`src/rtl/capture_trigger.sv`:
```
`default_nettype none
// ============================================================================
//  Module   : capture_trigger
//  Purpose  : Trigger and capture controller for the waveform RAM fill path.
//             After arm, discards HOLDOFF valid samples, then waits for a
//             level crossing on the selected edge (or an auto-trigger
//             timeout) and writes exactly DEPTH consecutive samples to RAM
//             addresses 0..DEPTH-1 before raising done.
//  Ports    : clk, reset (async, active-high)
//             arm, abort                 - control from display sequencer
//             sample_valid, sample       - scaled ADC stream
//             trig_level, trig_edge      - threshold and edge (0 rise, 1 fall)
//             auto_en                    - enables auto-trigger timeout
//             wr_en, wr_addr, wr_data    - registered RAM write port
//             busy, done, auto_trig      - status
//             state_dbg                  - encoded state
//  Revision : 1.0 - initial release
// ============================================================================
module capture_trigger #(
  parameter int DATA_W  = 8,
  parameter int ADDR_W  = 8,
  parameter int DEPTH   = 160,
  parameter int HOLDOFF = 4,
  parameter int TIMEOUT = 50000,
  parameter int TO_W    = 16
) (
  input  logic              clk,
  input  logic              reset,
  input  logic              arm,
  input  logic              abort,
  input  logic              sample_valid,
  input  logic [DATA_W-1:0] sample,
  input  logic [DATA_W-1:0] trig_level,
  input  logic              trig_edge,
  input  logic              auto_en,
  output logic              wr_en,
  output logic [ADDR_W-1:0] wr_addr,
  output logic [DATA_W-1:0] wr_data,
  output logic              busy,
  output logic              done,
  output logic              auto_trig,
  output logic [2:0]        state_dbg
);

  typedef enum logic [2:0] {
    S_IDLE      = 3'd0,
    S_HOLDOFF   = 3'd1,
    S_WAIT_TRIG = 3'd2,
    S_CAPTURE   = 3'd3,
    S_DONE      = 3'd4
  } state_t;

  // Holdoff counter only needs to reach HOLDOFF-1.
  localparam int                HO_W      = (HOLDOFF > 1) ? $clog2(HOLDOFF) : 1;
  localparam logic [HO_W-1:0]   HO_LAST   = HO_W'(HOLDOFF - 1);
  localparam logic [ADDR_W-1:0] ADDR_LAST = ADDR_W'(DEPTH - 1);
  localparam logic [TO_W-1:0]   TO_LAST   = TO_W'(TIMEOUT - 1);

  state_t              r_state,   w_state_nxt;
  logic [DATA_W-1:0]   r_prev,    w_prev_nxt;
  logic [HO_W-1:0]     r_ho_cnt,  w_ho_cnt_nxt;
  logic [TO_W-1:0]     r_to_cnt,  w_to_cnt_nxt;
  logic [ADDR_W-1:0]   r_addr,    w_addr_nxt;
  logic                w_wr_en_nxt;
  logic [ADDR_W-1:0]   w_wr_addr_nxt;
  logic [DATA_W-1:0]   w_wr_data_nxt;
  logic                w_done_nxt;
  logic                w_auto_nxt;
  logic                w_busy_nxt;

  logic w_rise, w_fall, w_edge_hit;

  // Unsigned level-crossing detection against the previous valid sample.
  assign w_rise     = (r_prev < trig_level) && (sample >= trig_level);
  assign w_fall     = (r_prev > trig_level) && (sample <= trig_level);
  assign w_edge_hit = sample_valid && (trig_edge ? w_fall : w_rise);

  assign state_dbg  = r_state;

  always_ff @(posedge clk or posedge reset) begin
    if (reset) begin
      r_state   <= S_IDLE;
      r_prev    <= '0;
      r_ho_cnt  <= '0;
      r_to_cnt  <= '0;
      r_addr    <= '0;
      wr_en     <= 1'b0;
      wr_addr   <= '0;
      wr_data   <= '0;
      busy      <= 1'b0;
      done      <= 1'b0;
      auto_trig <= 1'b0;
    end else begin
      r_state   <= w_state_nxt;
      r_prev    <= w_prev_nxt;
      r_ho_cnt  <= w_ho_cnt_nxt;
      r_to_cnt  <= w_to_cnt_nxt;
      r_addr    <= w_addr_nxt;
      wr_en     <= w_wr_en_nxt;
      wr_addr   <= w_wr_addr_nxt;
      wr_data   <= w_wr_data_nxt;
      busy      <= w_busy_nxt;
      done      <= w_done_nxt;
      auto_trig <= w_auto_nxt;
    end
  end

  always_comb begin
    w_state_nxt   = r_state;
    w_prev_nxt    = r_prev;
    w_ho_cnt_nxt  = r_ho_cnt;
    w_to_cnt_nxt  = r_to_cnt;
    w_addr_nxt    = r_addr;
    w_wr_en_nxt   = 1'b0;
    w_wr_addr_nxt = wr_addr;
    w_wr_data_nxt = wr_data;
    w_done_nxt    = done;
    w_auto_nxt    = auto_trig;

    if (abort) begin
      // Abort beats arm and suppresses any write in this cycle.
      w_state_nxt = S_IDLE;
      w_done_nxt  = 1'b0;
    end else begin
      case (r_state)
        S_IDLE, S_DONE: begin
          // done is raised one cycle after the final write is presented.
          if (r_state == S_DONE) w_done_nxt = 1'b1;
          if (arm) begin
            w_state_nxt  = S_HOLDOFF;
            w_done_nxt   = 1'b0;
            w_auto_nxt   = 1'b0;
            w_ho_cnt_nxt = '0;
            w_to_cnt_nxt = '0;
            w_addr_nxt   = '0;
          end
        end

        S_HOLDOFF: begin
          if (sample_valid) begin
            w_prev_nxt = sample;
            if (r_ho_cnt == HO_LAST) w_state_nxt  = S_WAIT_TRIG;
            else                     w_ho_cnt_nxt = r_ho_cnt + 1'b1;
          end
        end

        S_WAIT_TRIG: begin
          // Counter saturates so auto_en=0 simply waits forever.
          if (r_to_cnt != TO_LAST) w_to_cnt_nxt = r_to_cnt + 1'b1;
          if (sample_valid) w_prev_nxt = sample;
          if (w_edge_hit) begin
            // Triggering sample is itself the first stored sample.
            w_wr_en_nxt   = 1'b1;
            w_wr_addr_nxt = '0;
            w_wr_data_nxt = sample;
            if (ADDR_LAST == '0) begin
              w_state_nxt = S_DONE;
            end else begin
              w_state_nxt = S_CAPTURE;
              w_addr_nxt  = ADDR_W'(1);
            end
          end else if (auto_en && (r_to_cnt == TO_LAST)) begin
            w_state_nxt = S_CAPTURE;
            w_addr_nxt  = '0;
            w_auto_nxt  = 1'b1;
          end
        end

        S_CAPTURE: begin
          if (sample_valid) begin
            w_wr_en_nxt   = 1'b1;
            w_wr_addr_nxt = r_addr;
            w_wr_data_nxt = sample;
            if (r_addr == ADDR_LAST) w_state_nxt = S_DONE;
            else                     w_addr_nxt  = r_addr + 1'b1;
          end
        end

        default: w_state_nxt = S_IDLE;
      endcase
    end

    w_busy_nxt = (w_state_nxt == S_HOLDOFF) || (w_state_nxt == S_WAIT_TRIG) ||
                 (w_state_nxt == S_CAPTURE);
  end

endmodule
`default_nettype wire

```
`config.mk`:
```
export PLATFORM = sky130hd
export DESIGN_NAME = capture_trigger
export DESIGN_NICKNAME = d
export VERILOG_FILES = /design/src/rtl/capture_trigger.sv
export SDC_FILE = /design/constraint.sdc
export NUM_CORES = 1
export LEC_CHECK = 0
export CORE_MARGIN = 2
export CORE_UTILIZATION = 54
export DETAILED_ROUTE_END_ITERATION = 7
export MAX_ROUTING_LAYER = met4
export PLACE_DENSITY_LB_ADDON = 0.05
export SLEW_MARGIN = 30
export SYNTH_ARGS = -nofsm -noshare
export SYNTH_HDL_FRONTEND = slang
export SYNTH_SLANG_ARGS = --single-unit
```
`constraint.sdc`:
```
create_clock -name clk -period 3 [get_ports clk]
set_input_delay 0.6 -clock clk [delete_from_list [all_inputs] [get_ports clk]]
set_output_delay 0.6 -clock clk [all_outputs]
set_load 0.01 [all_outputs]
```
==> results.json, run 1 <==
{
  "antenna_found_initial": 0,
  "cpPeakStageDelay_ns": 0.45,
  "critical_path_class": "in2reg",
  "yosys_warnings": 0,
  "htree_levels": 3,
  "drt_first_pass_iters": 4,
  "synth_cells": 302,
  "final_nets": 400,
  "peakVddDrop_mv": 0.474,
  "drc_errors": 0,
  "synthDistinctLibCells": 55,
  "cap_violations": 0,
  "finalSetupViolCount": 0,
  "crit_family": "compound AO/OA/AOI/OAI gates",
  "cp-startpoint": "trig_level[1]",
  "clockBufferDepth": 2,
  "wl_per_cell_um": 14.5,
  "numCtsBuffers": 9,
  "final_cell_mix": "dfrtp_1 (57), clkdlybuf4s50_1 (45), nor2_1 (26), nand2_1 (24), ha_1 (19)",
  "p_switching_uw": 515,
  "worst_slack_ns": 0.154,
  "ctsHoldBuffers": 0,
  "regArea_mm2": 0.00143,
  "endpoint_kind": "flop",
  "crit_buf_inv": 3,
  "vias_per_cell": 5.66,
  "chipWidth_um": 79.9,
  "reg2reg_from": "r_to_cnt[0]",
  "place_congestion": 0.813,
  "rsz0062_at_grt": "no",
  "yosysSeqAreaShare_pct": 45.8,
  "p_leak_nw": 1.79,
  "cp_num_cells": 11,
  "fillers": 441,
  "syn_nets": 344,
  "grt_use_total_pct": 23.4,
  "comb_power_share_pct": 14.8,
  "io_pins": 46,
  "worstMarginPinSlew_ns": 0.708,
  "placement.io_buffers": 45,
  "root_buffer": "clkbuf_8",
  "reg2reg_slack_ns": 0.49,
  "grt_remaining_overflow": 0,
  "worstPathArrival_ns": 3.07,
  "drv_slew": 0,
  "slowest_stage": "clkdlybuf4s50_1",
  "p_int_mw": 1.43,
  "grt_pass1_wl_um": 11200,
  "final_cell_area_mm2": 0.00391,
  "hpwl_um": 4570,
  "die_area_mm2": 0.00639,
  "die_height_um": 79.9,
  "routed_wl_um": 6300,
  "grt_max_degree": 58,
  "layout-drive-gt1-share_pct": 14.0,
  "rows": 27,
  "path_cells": "clkdlybuf4s50_1 > inv_1 > ha_1 > nor2b_1 > o211ai_1 > a21oi_1 > a211oi_2 > mux2i_4 > buf_4 > o21bai_4 > a221o_1",
  "syn-cell-area_mm2": 0.00311,
  "synth_seq_cells": 57,
  "final_common_cell": "dfrtp_1",
  "pre_cts_ws_ns": -0.209,
  "drt_iter0_markers": 143,
  "power_frac_clock_pct": 41.9,
  "synthArstFlopShare_pct": 100,
  "cts_tree": "yes",
  "crit_path_start_kind": "primary input",
  "avgSynthCellArea_um2": 10.3,
  "multiInputGateArea_mm2": 0.00158,
  "fmax_ghz": 0.351,
  "syn_to_final_growth_pct": 25.6,
  "grt_pass1_vias": 2352,
  "insertion_delay_ns": 0.34,
  "path_clk_slew_ns": 0.07,
  "vias": 2461,
  "placed_area_mm2": 0.00368,
  "post_cts_buffers": 0,
  "finalCritPeriodShare_pct": 94.9,
  "synthFlopType": "dfrtp_1",
  "status": "complete, no violations",
  "num_antenna_cells": 0,
  "initial_core_util_pct": 56.2,
  "rr_worst_depth": 8,
  "clock_sinks": 57,
  "finalClockSkew_ns": 0.0103,
  "synth-edff-count": 0,
  "swShare_pct": 26.4,
  "cp-endpoint": "r_addr[5]",
  "ant_nets": 0,
  "core_mm2": 0.00554,
  "slew_headroom_pct": 52.8,
  "power.density_mw_per_mm2": 498,
  "power_frac_seq_pct": 43.3,
  "holdPathStages": 1,
  "critical_path_required_ns": 3.22,
  "fin_crit_ns": 2.85,
  "rr_endpoint": "busy",
  "hp-class": "reg2reg",
  "hold_viol": 0,
  "worst-path-max-fanout": 7
}
## power by group through the flow
stage | logic (mW) | clock network, mW | registers (mW)
final | 0.289 | 0.815 | 0.843
after global routing | 0.327 | 0.865 | 0.846
after CTS | 0.290 | 0.831 | 0.841
after detailed placement | 0.287 | 0 | 0.856
after global placement | 0.280 | 0 | 0.854
after floorplan | 0.187 | 0 | 0.845
## logic make-up (layout without fill, tap and decap cells)
logic type / after synthesis / in the layout / synth area share (%)
mux: 18 / 18 / 6.79
xor+xnor: 11 / 11 / 3.10
compound gates: 61 / 61 / 14.3
flops: 57 / 57 / 45.8
fa+ha+maj: 19 / 19 / 7.64
buf+inv: 28 / 89 / 3.66
simple gates: 108 / 108 / 18.7
## what timing repair did
| item | in CTS | in global routing |
|---|---|---|
| setup endpoints to repair | 0 | 8 |
| hold endpoints to repair | 0 | 0 |
| resized for setup | 0 | 1 |
## cell usage after synthesis, drive strengths merged (2+ instances only)
cell | count | area share [%]
a211oi | 2 | 0.64
a21oi | 15 | 2.4
a221o | 5 | 1.6
a221oi | 2 | 0.56
a22o | 8 | 2.3
a31oi | 2 | 0.40
and2 | 2 | 0.40
and3 | 6 | 1.2
buf | 6 | 1.0
clkbuf | 3 | 0.36
dfrtp | 57 | 46
ha | 19 | 7.6
inv | 19 | 2.3
mux2 | 15 | 5.4
mux2i | 3 | 1.4
nand2 | 24 | 2.9
nand3 | 10 | 1.6
nand4 | 10 | 2.0
nor2 | 27 | 3.5
nor2b | 5 | 1.0
nor3 | 3 | 0.48
nor4 | 2 | 0.60
nor4b | 4 | 1.3
o211ai | 2 | 0.48
o21ai | 14 | 2.4
o21bai | 2 | 0.84
o22a | 2 | 0.56
o31a | 2 | 0.60
or2 | 2 | 0.40
or3 | 6 | 1.2
xnor2 | 2 | 0.56
xor2 | 9 | 2.5
## metal layers
| metal | up-vias | routed length [um] | GRT usage (%) |
|---|---|---|---|
| li1 | 1211 | - | - |
| met1 | 1181 | 3170 | 33.0 |
| met2 | 59 | 2760 | 33.1 |
| met3 | 10 | 277 | 4.75 |
| met4 | 0 | 91 | 9.66 |
| met5 | - | 0 | - |
## how the worst min path moves through the flow
stage | startpoint | end | slack, ns
after floorplan | r_prev[0] | r_prev[0] | 0.45
after global placement | r_prev[0] | r_prev[0] | 0.47
after detailed placement | wr_addr[7] | wr_addr[7] | 0.49
after CTS | wr_addr[7] | wr_addr[7] | 0.51
after global routing | wr_addr[6] | wr_addr[6] | 0.53
final | wr_addr[4] | wr_addr[4] | 0.50
## cell type report
type,instances,share of cell area [%]
clock inverters,7,2.59
repair buffers,54,13.2
inverters,19,1.82
clock buffers,9,3.17
well taps,72,2.30
multi-input cells,217,40.4
flip-flops and latches,57,36.5
## state kept, by name, indices dropped and copies added, names as in the netlist
register   flops
r_ho_cnt       2
wr_addr        8
wr_en          1
state_dbg      3
r_addr         8
r_prev         8
r_to_cnt      16
busy           1
auto_trig      1
wr_data        8
done           1
## metrics by stage
| stage | power [mW] | TNS [ns] | utilization, % | hold slack, ns | cells |
|---|---|---|---|---|---|
| after floorplan | 1.03 | 0 | - | 0.450 | 302 |
| after global placement | 1.13 | -2.22 | 66.4 | 0.465 | 419 |
| after detailed placement | 1.14 | -3.70 | 66.4 | 0.494 | 419 |
| after CTS | 1.96 | 0 | 70.5 | 0.509 | 435 |
| after global routing | 2.04 | 0 | 70.6 | 0.530 | 435 |
| final | 1.95 | 0 | 70.6 | 0.505 | 435 |
Power figures use the tool's default switching activity.
==> run 2, diff against run 1 <==
--- a/config.mk
+++ b/config.mk
@@ -7,9 +7,11 @@
 export LEC_CHECK = 0
 export CORE_MARGIN = 2
 export CORE_UTILIZATION = 54
+export CTS_CLUSTER_DIAMETER = 60
 export DETAILED_ROUTE_END_ITERATION = 7
 export MAX_ROUTING_LAYER = met4
 export PLACE_DENSITY_LB_ADDON = 0.05
+export REMOVE_ABC_BUFFERS = 1
 export SLEW_MARGIN = 30
 export SYNTH_ARGS = -nofsm -noshare
 export SYNTH_HDL_FRONTEND = slang
==> results.json, run 2 (same netlist as run 1, synthesis figures left out) <==
{
  "initial_core_util_pct": 56.2,
  "wl_per_cell_um": 14.5,
  "numCtsBuffers": 9,
  "slew_headroom_pct": 55.3,
  "fmax_ghz": 0.356,
  "tns_ns": 0,
  "status": "complete, no violations",
  "finalSetupViolCount": 0,
  "layout-drive-gt1-share_pct": 15.4,
  "critical_path_required_ns": 3.22,
  "grt_pass1_wl_um": 11000,
  "p_leak_nw": 1.81,
  "fin_crit_ns": 2.81,
  "worst-path-max-fanout": 9,
  "place_congestion": 0.835,
  "crit_path_start_kind": "primary input",
  "antenna_found_initial": 0,
  "final_nets": 406,
  "hp-start": "r_prev[0]",
  "rows": 27,
  "hpwl_um": 4690,
  "grt_max_degree": 23,
  "cp-startpoint": "trig_level[1]",
  "htree_levels": 3,
  "finalClockSkew_ns": 0.00698,
  "num_antenna_cells": 0,
  "routed_wl_um": 6390,
  "root_buffer": "clkbuf_8",
  "grt_pass1_vias": 2397,
  "drv_slew": 0,
  "final_common_cell": "dfrtp_1",
  "top_register": "r_to_cnt",
  "chipWidth_um": 79.9,
  "critical_path_class": "in2reg",
  "ctsHoldBuffers": 0,
  "insertion_delay_ns": 0.33,
  "die_area_mm2": 0.00639,
  "cts_tree": "yes",
  "placement.io_buffers": 45,
  "rsz0062_at_grt": "no",
  "core_mm2": 0.00554,
  "final_cell_mix": "dfrtp_1 (57), clkdlybuf4s50_1 (45), nor2_1 (26), nand2_1 (24), ha_1 (19)",
  "drt_first_pass_iters": 4,
  "finalCritPeriodShare_pct": 93.5,
  "whs_ns": 0.495,
  "peakVddDrop_mv": 0.428,
  "hold_viol": 0,
  "io_pins": 46,
  "power.density_mw_per_mm2": 454,
  "reg2reg_from": "r_to_cnt[0]",
  "syn_to_final_growth_pct": 25.4,
  "endpoint_kind": "flop",
  "drc_errors": 0,
  "post_cts_buffers": 0,
  "worstPathArrival_ns": 3.02,
  "cts_resized": 0,
  "vias": 2475,
  "dp.cells": 425,
  "hp-class": "reg2reg",
  "path_clk_slew_ns": 0.07,
  "die_height_um": 79.9,
  "worstMarginPinSlew_ns": 0.661,
  "drt_iter0_markers": 76,
  "grt_remaining_overflow": 0,
  "clockBufferDepth": 2,
  "p_total_mw": 1.77,
  "stdcell_count": 441,
  "clock_sinks": 57,
  "grt_use_total_pct": 22.6,
  "final_util_pct": 70.5,
  "ant_nets": 0,
  "largest_reg_flops": 16,
  "reg2reg_slack_ns": 0.46,
  "cap_violations": 0,
  "vias_per_cell": 5.61
}
## run 2: per-layer routing
metal	part of all wire (%)	vias to the layer above	global-route usage (%)	routed length, um
met5	0	-	-	0
met4	1.6	0	9.15	100
met3	4.6	10	4.07	292
met2	45	61	34.0	2860
met1	49	1179	30.5	3140
li1	-	1225	-	-
## run 2: critical path, cell delays in order
cell and delay [ns]:
clkdlybuf4s50_1 0.45, inv_1 0.05, ha_1 0.29, nor2b_1 0.13, o211ai_1 0.15, a21oi_1 0.10
a211oi_2 0.30, mux2i_4 0.30, o21ai_2 0.18, buf_4 0.24, a22o_1 0.23
## run 2: power breakdown
group	internal, mW	switching (mW)	leakage [nW]
Sequential	0.811	0.0293	0.777
Combinational	0.151	0.138	0.939
Clock	0.323	0.322	0.0887
## run 2: layout make-up
| type | instances | area, um2 |
|---|---|---|
| Clock buffer | 10 | 138 |
| Fill cell | 425 | 1640 |
| Clock inverter | 6 | 42.5 |
| Inverter | 19 | 71.3 |
| Tap cell | 72 | 90.1 |
| Multi-Input combinational cell | 217 | 1570 |
| Sequential cell | 57 | 1430 |
| Timing Repair Buffer | 60 | 563 |
## run 2: through the flow
stage / setup WS [ns] / area (um2)
2_1_floorplan: 0.314 / 3070
3_3_place_gp: -0.159 / 3720
3_5_place_dp: -0.178 / 3720
4_1_cts: 0.168 / 3900
5_1_grt: 0.0571 / 3900
6_report: 0.195 / 3900
## run 2: path summary, 6_finish.rpt
kind / endpoint / depth (start not counted)
worst max-delay path: wr_addr[7] / 11
worst min-delay path: r_prev[0] / 2
worst max register to register: r_to_cnt[12] / 8
worst min register to register: r_prev[0] / 2
max in group asynchronous: r_prev[7] / 3
min in group asynchronous: r_to_cnt[6] / 2
==> run 3, diff against run 2 <==
--- a/config.mk
+++ b/config.mk
@@ -5,6 +5,7 @@
 export SDC_FILE = /design/constraint.sdc
 export NUM_CORES = 1
 export LEC_CHECK = 0
+export CAP_MARGIN = 5
 export CORE_MARGIN = 2
 export CORE_UTILIZATION = 54
 export CTS_CLUSTER_DIAMETER = 60
@@ -16,3 +17,4 @@
 export SYNTH_ARGS = -nofsm -noshare
 export SYNTH_HDL_FRONTEND = slang
 export SYNTH_SLANG_ARGS = --single-unit
+export TNS_END_PERCENT = 100
==> results of run 3 <==
Final layout, timing and power as in run 2 (identical DEF).
